`src/rtl/dds_note_sequencer.sv`:
```
// Tone sequencer for the DDS: walks a small note table, presenting each entry's
// phase increment for its programmed number of sample periods.
module dds_note_sequencer #(
    parameter int DEPTH      = 16,
    parameter int AW         = 4,
    parameter int SAMPLE_DIV = 1000,
    parameter int DIV_W      = 16
) (
    input  logic          clk,
    input  logic          reset,
    input  logic          start,
    input  logic          stop,
    input  logic          loop,
    input  logic          wr_en,
    input  logic [AW-1:0] wr_addr,
    input  logic [21:0]   wr_k,
    input  logic [15:0]   wr_dur,
    output logic [21:0]   k,
    output logic          sampling_pulse,
    output logic          busy,
    output logic          done,
    output logic [AW-1:0] note_idx
);

    typedef enum logic [1:0] {ST_IDLE, ST_LOAD, ST_PLAY, ST_DONE} state_t;

    state_t        state_reg, state_next;
    logic [AW-1:0] note_idx_reg, note_idx_next;
    logic [15:0]   dur_cnt_reg, dur_cnt_next;
    logic [21:0]   k_reg, k_next;
    logic [DIV_W-1:0] div_cnt_reg, div_cnt_next;
    logic          sampling_pulse_reg, sampling_pulse_next;
    logic          busy_reg, busy_next;
    logic          done_reg, done_next;

    logic [21:0]      tbl_k   [DEPTH];
    logic [15:0]      tbl_dur [DEPTH];
    logic [DEPTH-1:0] wr_sel;
    logic             eos_restart;

    genvar gi;
    generate
        for (gi = 0; gi < DEPTH; gi++) begin : g_wr_sel
            assign wr_sel[gi] = wr_en && (wr_addr == AW'(gi));
        end
    endgenerate

    // Table is cleared on reset, so it is held in flops rather than block RAM.
    always_ff @(posedge clk) begin
        if (reset) begin
            for (int i = 0; i < DEPTH; i++) begin
                tbl_k[i]   <= '0;
                tbl_dur[i] <= '0;
            end
        end else begin
            for (int i = 0; i < DEPTH; i++) begin
                if (wr_sel[i]) begin
                    tbl_k[i]   <= wr_k;
                    tbl_dur[i] <= wr_dur;
                end
            end
        end
    end

    assign eos_restart = loop && (tbl_dur[0] != 16'd0);

    always_ff @(posedge clk) begin
        if (reset) begin
            state_reg          <= ST_IDLE;
            note_idx_reg       <= '0;
            dur_cnt_reg        <= '0;
            k_reg              <= '0;
            div_cnt_reg        <= '0;
            sampling_pulse_reg <= 1'b0;
            busy_reg           <= 1'b0;
            done_reg           <= 1'b0;
        end else begin
            state_reg          <= state_next;
            note_idx_reg       <= note_idx_next;
            dur_cnt_reg        <= dur_cnt_next;
            k_reg              <= k_next;
            div_cnt_reg        <= div_cnt_next;
            sampling_pulse_reg <= sampling_pulse_next;
            busy_reg           <= busy_next;
            done_reg           <= done_next;
        end
    end

    always_comb begin
        state_next    = state_reg;
        note_idx_next = note_idx_reg;
        dur_cnt_next  = dur_cnt_reg;
        k_next        = k_reg;
        case (state_reg)
            ST_IDLE: begin
                note_idx_next = '0;
                if (start && !stop) state_next = ST_LOAD;
            end
            ST_LOAD: begin
                if (tbl_dur[note_idx_reg] == 16'd0) begin
                    state_next    = eos_restart ? ST_LOAD : ST_DONE;
                    note_idx_next = '0;
                end else begin
                    k_next       = tbl_k[note_idx_reg];
                    dur_cnt_next = tbl_dur[note_idx_reg];
                    state_next   = ST_PLAY;
                end
            end
            ST_PLAY: begin
                // k is left untouched here so the final sample of the note uses it.
                if (sampling_pulse_reg) begin
                    dur_cnt_next = dur_cnt_reg - 16'd1;
                    if (dur_cnt_reg == 16'd1) begin
                        if (note_idx_reg == AW'(DEPTH - 1)) begin
                            state_next    = eos_restart ? ST_LOAD : ST_DONE;
                            note_idx_next = '0;
                        end else begin
                            state_next    = ST_LOAD;
                            note_idx_next = note_idx_reg + AW'(1);
                        end
                    end
                end
            end
            default: begin
                state_next    = ST_IDLE;
                note_idx_next = '0;
            end
        endcase
        if (stop && (state_reg == ST_LOAD || state_reg == ST_PLAY)) begin
            state_next    = ST_IDLE;
            note_idx_next = '0;
        end
        if (state_next == ST_IDLE || state_next == ST_DONE) k_next = '0;
    end

    always_comb begin
        busy_next = (state_next == ST_LOAD) || (state_next == ST_PLAY);
        done_next = (state_next == ST_DONE);
        if (busy_next && busy_reg)
            div_cnt_next = (div_cnt_reg == DIV_W'(SAMPLE_DIV - 1)) ? '0 : div_cnt_reg + DIV_W'(1);
        else
            div_cnt_next = '0;
        sampling_pulse_next = (div_cnt_next == DIV_W'(SAMPLE_DIV - 1));
    end

    assign k              = k_reg;
    assign sampling_pulse = sampling_pulse_reg;
    assign busy           = busy_reg;
    assign done           = done_reg;
    assign note_idx       = note_idx_reg;

endmodule

```
`config.mk`:
```
export PLATFORM = sky130hd
export DESIGN_NAME = dds_note_sequencer
export DESIGN_NICKNAME = d
export VERILOG_FILES = /design/src/rtl/dds_note_sequencer.sv
export SDC_FILE = /design/constraint.sdc
export NUM_CORES = 1
export LEC_CHECK = 0
export ABC_AREA = 1
export CAP_MARGIN = 20
export CORE_ASPECT_RATIO = 0.6
export CORE_MARGIN = 3
export CORE_UTILIZATION = 45
export CTS_CLUSTER_DIAMETER = 60
export DETAILED_ROUTE_END_ITERATION = 6
export PLACE_DENSITY = 0.65
export SYNTH_ARGS = -nofsm -noshare
export SYNTH_HDL_FRONTEND = slang
export SYNTH_SLANG_ARGS = --single-unit
```
`constraint.sdc`:
```
create_clock -name clk -period 9.8 [get_ports clk]
set_clock_uncertainty 0.1 [all_clocks]
set_input_delay 2.45 -clock clk [delete_from_list [all_inputs] [get_ports clk]]
set_output_delay 2.45 -clock clk [all_outputs]
set_load 0.005 [all_outputs]
```
======== Word-level counts from Yosys, hierarchy flattened ========
Memory sizes are Yosys's and may differ from the RTL's. A register that Yosys moved wholly into a read port is not among the register bits.
Cells that the tools add are included.
cells by class
  $add $sub $neg .......................... 3
  bitwise logic cells ..................... 33
  equal/unequal tests ..................... 28
  muxes and demuxes ....................... 102
  reductions and logical operators ........ 35
operators with widths
  kind                     count
  $mux W22                 16
  $mux W16                 20
  $mux W1                  50
  $eq A4 B4 Y1 const B     9
  $eq A16 B10 Y1 const B   2
  $or A1 B1 Y1             32
  $pmux W16 S2             1
  $mux W4                  6
  $logic_and A1 B1 Y1      20
  $add A16 B1 Y16 const B  1
  $eq A16 B1 Y1 const B    1
  $eq A4 B3 Y1 const B     4
  $logic_not A16 Y1        1
  $reduce_bool A16 Y1      1
  $sub A16 B1 Y16 const B  1
  $mux W2                  7
  $eq A4 B2 Y1 const B     2
  $ne A2 B2 Y1 const B     4
  $pmux W4 S2              1
  $eq A2 B2 Y1 const B     3
  $pmux W2 S3              1
  $reduce_and A3 Y1        2
  $add A4 B1 Y4 const B    1
  $eq A2 B1 Y1 const B     2
  9 further kinds          13
word-level totals
  RAM bits ................................ 608
  flip-flop bits (word level) ............. 41
  output and inout bits ................... 29
  input port bits ......................... 48
  memories ................................ 2
  logic and storage cells ................. 210
memory list
  name     depth  width  rd ports  clocked after memory_dff  wr ports  line  RTL
  tbl_k    16     22     1         1                         16        36    logic [21:0] tbl_k [DEPTH];
  tbl_dur  16     16     2         1                         16        37    logic [15:0] tbl_dur [DEPTH];

======== Depth between registers and ports, before layout ========
  word-level depth ........................ 13
  gate-level depth with buffers ........... 26
  gate-level depth less buffers ........... 24

======== Least setup slack after synthesis ========
No wires, ideal clock.
  path kind ............................... in2reg
  start ................................... in wr_addr[2]
  end ..................................... mem tbl_dur[4][0] (enable)
  cell stages on the path ................. 4
  path slack .............................. 3.655 ns
  library setup time ...................... 0.486 ns
  arrival time ............................ 5.559 ns
  required time ........................... 9.214 ns
  buffers on the path ..................... 0
  cells stage by stage .................... inv_1 nor3_1 inv_1 o21ai_0
RTL lines
  element      line  RTL
  from (decl)  15    input logic [AW-1:0] wr_addr,
  to (decl)    37

==> implementation parameters <==
Parameter                              Value

Worst setup path
  Critical Path Start Type    register
  Kind of cell adding the most delay to the critical path    simple AND/OR/NAND/NOR gates
  Worst Setup Path Type    register to register
  Worst path slowest cell    sky130_fd_sc_hd__clkinv_2
  Number of buffer and inverter stages on the critical path    5
  Most prevalent standard cell on the critical path    sky130_fd_sc_hd__nand2_1
  Worst-case reg-to-reg path depth    25
  Type of element capturing the critical path    register
  Max incr delay on CP    0.73 ns
  R2r setup slk    4.10 ns
  FF-to-FF End    sampling_pulse
  Signal arrival time at the worst endpoint    6.17 ns
  Critical path required time    10.27 ns
  Highest fanout seen on the critical path    60

Floorplan
  Overall die width    337 um
  Area of the die    69100 sq um
  Standard cell core area    64800 sq um
  Number of rows in the core area    72
  Initial Utilization    45.8%
  Die Y    205 um
  Count of pins on the block boundary    77

Drt
  Routed length per placed instance    22.6 um
  Detailed-route vias per instance    5.74
  Router iterations before antenna repair    6
  DRC errors left    0
  Number of nets still failing antenna checks after routing    0
  Post-Route WL    87900 um
  Via Count    22300
  Detailed Route Iter0 Violations    3282

Clock network
  Post-cts resize count    0
  Clock tree from TritonCTS    yes
  Clock latency on the worst-skew pair    0.65 ns
  Setup Fix Bufs, Post-CTS    0
  Cell at the root of the clock tree    sky130_fd_sc_hd__clkbuf_16
  Number of clock sinks    675
  Number of buffers created by CTS    59
  Register clock-pin slew on the reported worst setup and hold paths    0.06 ns
  Hold buffer count at CTS    0
  Number of H-tree branching levels    2
  Largest buffer count on any clock path    3

STA
  Final hold violations    0
  Slew at the pin with the worst max-slew slack    1.14 ns
  Worst hold margin    0.366 ns
  RSZ-0062 raised after global routing    no
  Share of the clock period used by the worst path after layout    58.2%
  Max frequency    0.175 GHz
  Final slew viol count    0
  Total of endpoints with negative setup slack in the final report    0
  Relative slew margins    23.5%
  Final total negative setup slack    0 ns
  Shortest clock period the worst path allows after layout    5.70 ns

Pwr
  Combinational share of power    20.4%
  Static leakage    12.6 nW
  Overall power    0.00724 W
  Net switching power    0.00225 W
  Clk network pwr share    32.0%
  Power density cells    218 nW/um^2
  Register share of total power    47.5%
  Cell internal power dissipation    0.00499 W
  Switching share of power    31.0%
  Worst ir drop on vdd    127 uV

Yosys
  Cells after synthesis    2997
  Share of synthesized registers carrying an async set or reset    0%
  Synthesized area per cell    9.89 sq um
  Synth top area share    61.6%
  Synth top area cells    sky130_fd_sc_hd__edfxtp_1 (62%), sky130_fd_sc_hd__nor2_1 (9.5%), sky130_fd_sc_hd__nand2_1 (6.0%), sky130_fd_sc_hd__dfxtp_1 (4.5%), sky130_fd_sc_hd__o21ai_0 (4.4%)
  Synthesis warning total    0
  Sequential share of the synthesized area    66.1%
  Cell Area, Synth    29700 sq um
  Dominant synthesized flop cell    sky130_fd_sc_hd__edfxtp_1
  FF+latch count, synth    675
  Number of enable flip-flop cells after synthesis    608
  Syn nets    3054
  Area leader, netlist    sky130_fd_sc_hd__edfxtp_1
  Number of distinct standard cells referenced by the synthesized netlist    35

Min path
  Min-delay worst type    register to register
  Endpoint of the worst hold path    div_cnt_reg[0]
  Worst hold start    div_cnt_reg[0]
  Number of stages on the worst hold path    1

Global route
  Pin count of the biggest net entering global routing    95
  Number of global-route vias before repair    21200
  Initial antenna violation count    1
  Global-route usage over all layers    25.3%
  Global-route congestion overflow total    0
  First-pass GRT wire length    131000 um

Final layout
  Number of nets in the final layout    3040
  Number of antenna cells inserted    0
  Final instance area    33300 sq um
  Area grow syn2layout    12.3%
  Share of post-route cells with drive strength above 1    6.00%
  Number of flip-flops under the largest register name    352

Placement
  Count of port buffers added during placement    76
  Final weighted congestion in routability-driven placement    0.855
  DPL Wire Length    52300 um
  Placement Cell Area    31400 sq um

Run status
  Result of the run    finished clean

Flow run
  Maxcap violations    0
[worst max-delay path by stage]
stage	start	to	slack, ns	depth (start not counted)
after floorplan	wr_addr[2]	tbl_dur[4][0]	3.65	4
after global placement	wr_en	tbl_k[7][3]	3.86	7
after detailed placement	wr_addr[0]	tbl_k[9][21]	3.73	8
after CTS	register	sampling_pulse	4.04	24
after global routing	register	sampling_pulse	3.71	25
final	register	sampling_pulse	4.10	25
[layout make-up]
| type | instances | area, sq um |
|---|---|---|
| inverters | 202 | 762 |
| repair buffers | 132 | 1370 |
| flip-flops and latches | 675 | 19600 |
| clock inverters | 37 | 335 |
| fillers | 5673 | 31500 |
| clock buffers | 72 | 1530 |
| well taps | 851 | 1060 |
| multi-input cells | 1913 | 8630 |
[cells by family (layout without fill, tap and decap cells)]
| logic type | count (synthesis) | after routing | synth area share [%] |
|---|---|---|---|
| flops | 675 | 675 | 66.1 |
| xor+xnor | 4 | 4 | 0.118 |
| buf+inv | 409 | 443 | 5.36 |
| compound gates | 444 | 444 | 8.55 |
| fa+ha+maj | 9 | 9 | 0.380 |
| simple gates | 1456 | 1456 | 19.5 |
[worst reg2reg max path: stages, from the launching register on]
cell and delay [ns]:
sky130_fd_sc_hd__dfxtp_4 0.50, sky130_fd_sc_hd__clkinv_2 0.73, sky130_fd_sc_hd__buf_4 0.69, sky130_fd_sc_hd__nand2_1 0.17, sky130_fd_sc_hd__nand2_1 0.06, sky130_fd_sc_hd__nand2_1 0.05
sky130_fd_sc_hd__nand3_1 0.13, sky130_fd_sc_hd__nand3_1 0.16, sky130_fd_sc_hd__nand2_1 0.29, sky130_fd_sc_hd__nor2_1 0.19, sky130_fd_sc_hd__nand2_1 0.06, sky130_fd_sc_hd__nor2_1 0.13
sky130_fd_sc_hd__nand3_1 0.49, sky130_fd_sc_hd__buf_6 0.37, sky130_fd_sc_hd__nand2_1 0.09, sky130_fd_sc_hd__inv_2 0.04, sky130_fd_sc_hd__nor2_1 0.10, sky130_fd_sc_hd__ha_1 0.16
sky130_fd_sc_hd__nand2_1 0.13, sky130_fd_sc_hd__inv_1 0.14, sky130_fd_sc_hd__nand2_1 0.18, sky130_fd_sc_hd__nor2_1 0.19, sky130_fd_sc_hd__nand3_1 0.10, sky130_fd_sc_hd__nor3_1 0.21
sky130_fd_sc_hd__nand4_1 0.11, sky130_fd_sc_hd__nor2_1 0.09
[synthesized netlist by cell type (all sizes together), types with 3 or more instances]
cell,n
nand4,10
edfxtp,608
dfxtp,67
inv,198
a21oi,56
clkbuf,160
o22ai,44
nor3,17
clkinv,4
ha,9
o21ai,268
a32o,7
nand2,477
nor2,751
or2,3
nor4,6
a31o,3
buf,47
o221ai,40
nand3,189
xor2,3
o211ai,19
[layer usage]
metal,track usage [%],vias to the layer above,part of all wire [%]
met5,0.638,-,0.072
met4,5.66,2,2.0
met3,9.04,133,14
met2,36.9,1212,42
met1,36.3,10800,42
li1,-,10100,-
[layout by cell type, fill, tap and decap left out, types with 7 or more instances in the layout]
cell / n
sky130_fd_sc_hd__o21ai_4: 11
sky130_fd_sc_hd__clkinv_1: 15
sky130_fd_sc_hd__clkdlybuf4s50_1: 75
sky130_fd_sc_hd__buf_12: 8
sky130_fd_sc_hd__clkbuf_1: 13
sky130_fd_sc_hd__nand2_1: 469
sky130_fd_sc_hd__clkbuf_16: 59
sky130_fd_sc_hd__edfxtp_1: 608
sky130_fd_sc_hd__buf_4: 41
sky130_fd_sc_hd__o21ai_0: 246
sky130_fd_sc_hd__a32o_1: 7
sky130_fd_sc_hd__inv_1: 192
sky130_fd_sc_hd__clkinv_2: 16
sky130_fd_sc_hd__nand2_2: 8
sky130_fd_sc_hd__a21oi_1: 56
sky130_fd_sc_hd__nand4_1: 10
sky130_fd_sc_hd__nor2_1: 751
sky130_fd_sc_hd__nand3_1: 185
sky130_fd_sc_hd__o211ai_1: 19
sky130_fd_sc_hd__o22ai_1: 44
sky130_fd_sc_hd__ha_1: 9
sky130_fd_sc_hd__dfxtp_1: 63
sky130_fd_sc_hd__o221ai_1: 40
sky130_fd_sc_hd__o21ai_1: 10
sky130_fd_sc_hd__nor3_1: 17
[metrics by stage]
step | worst slack, ns | util, % | cells
6_report | 4.10 | 51.4 | 3882
5_1_grt | 3.71 | 51.4 | 3882
4_1_cts | 4.04 | 51.3 | 3877
3_5_place_dp | 3.73 | 48.4 | 3768
3_3_place_gp | 3.86 | 48.0 | 3757
2_1_floorplan | 3.65 | - | 2997
[power by group through the flow]
stage	registers (W)	clock network, W	logic [W]
6_report	0.00344	0.00232	0.00148
3_5_place_dp	0.00350	0	0.00142
2_1_floorplan	0.00347	0	0.000895
3_3_place_gp	0.00350	0	0.00139
4_1_cts	0.00344	0.00235	0.00142
5_1_grt	0.00346	0.00246	0.00162
No activity file was read; power rests on OpenSTA's default activity.
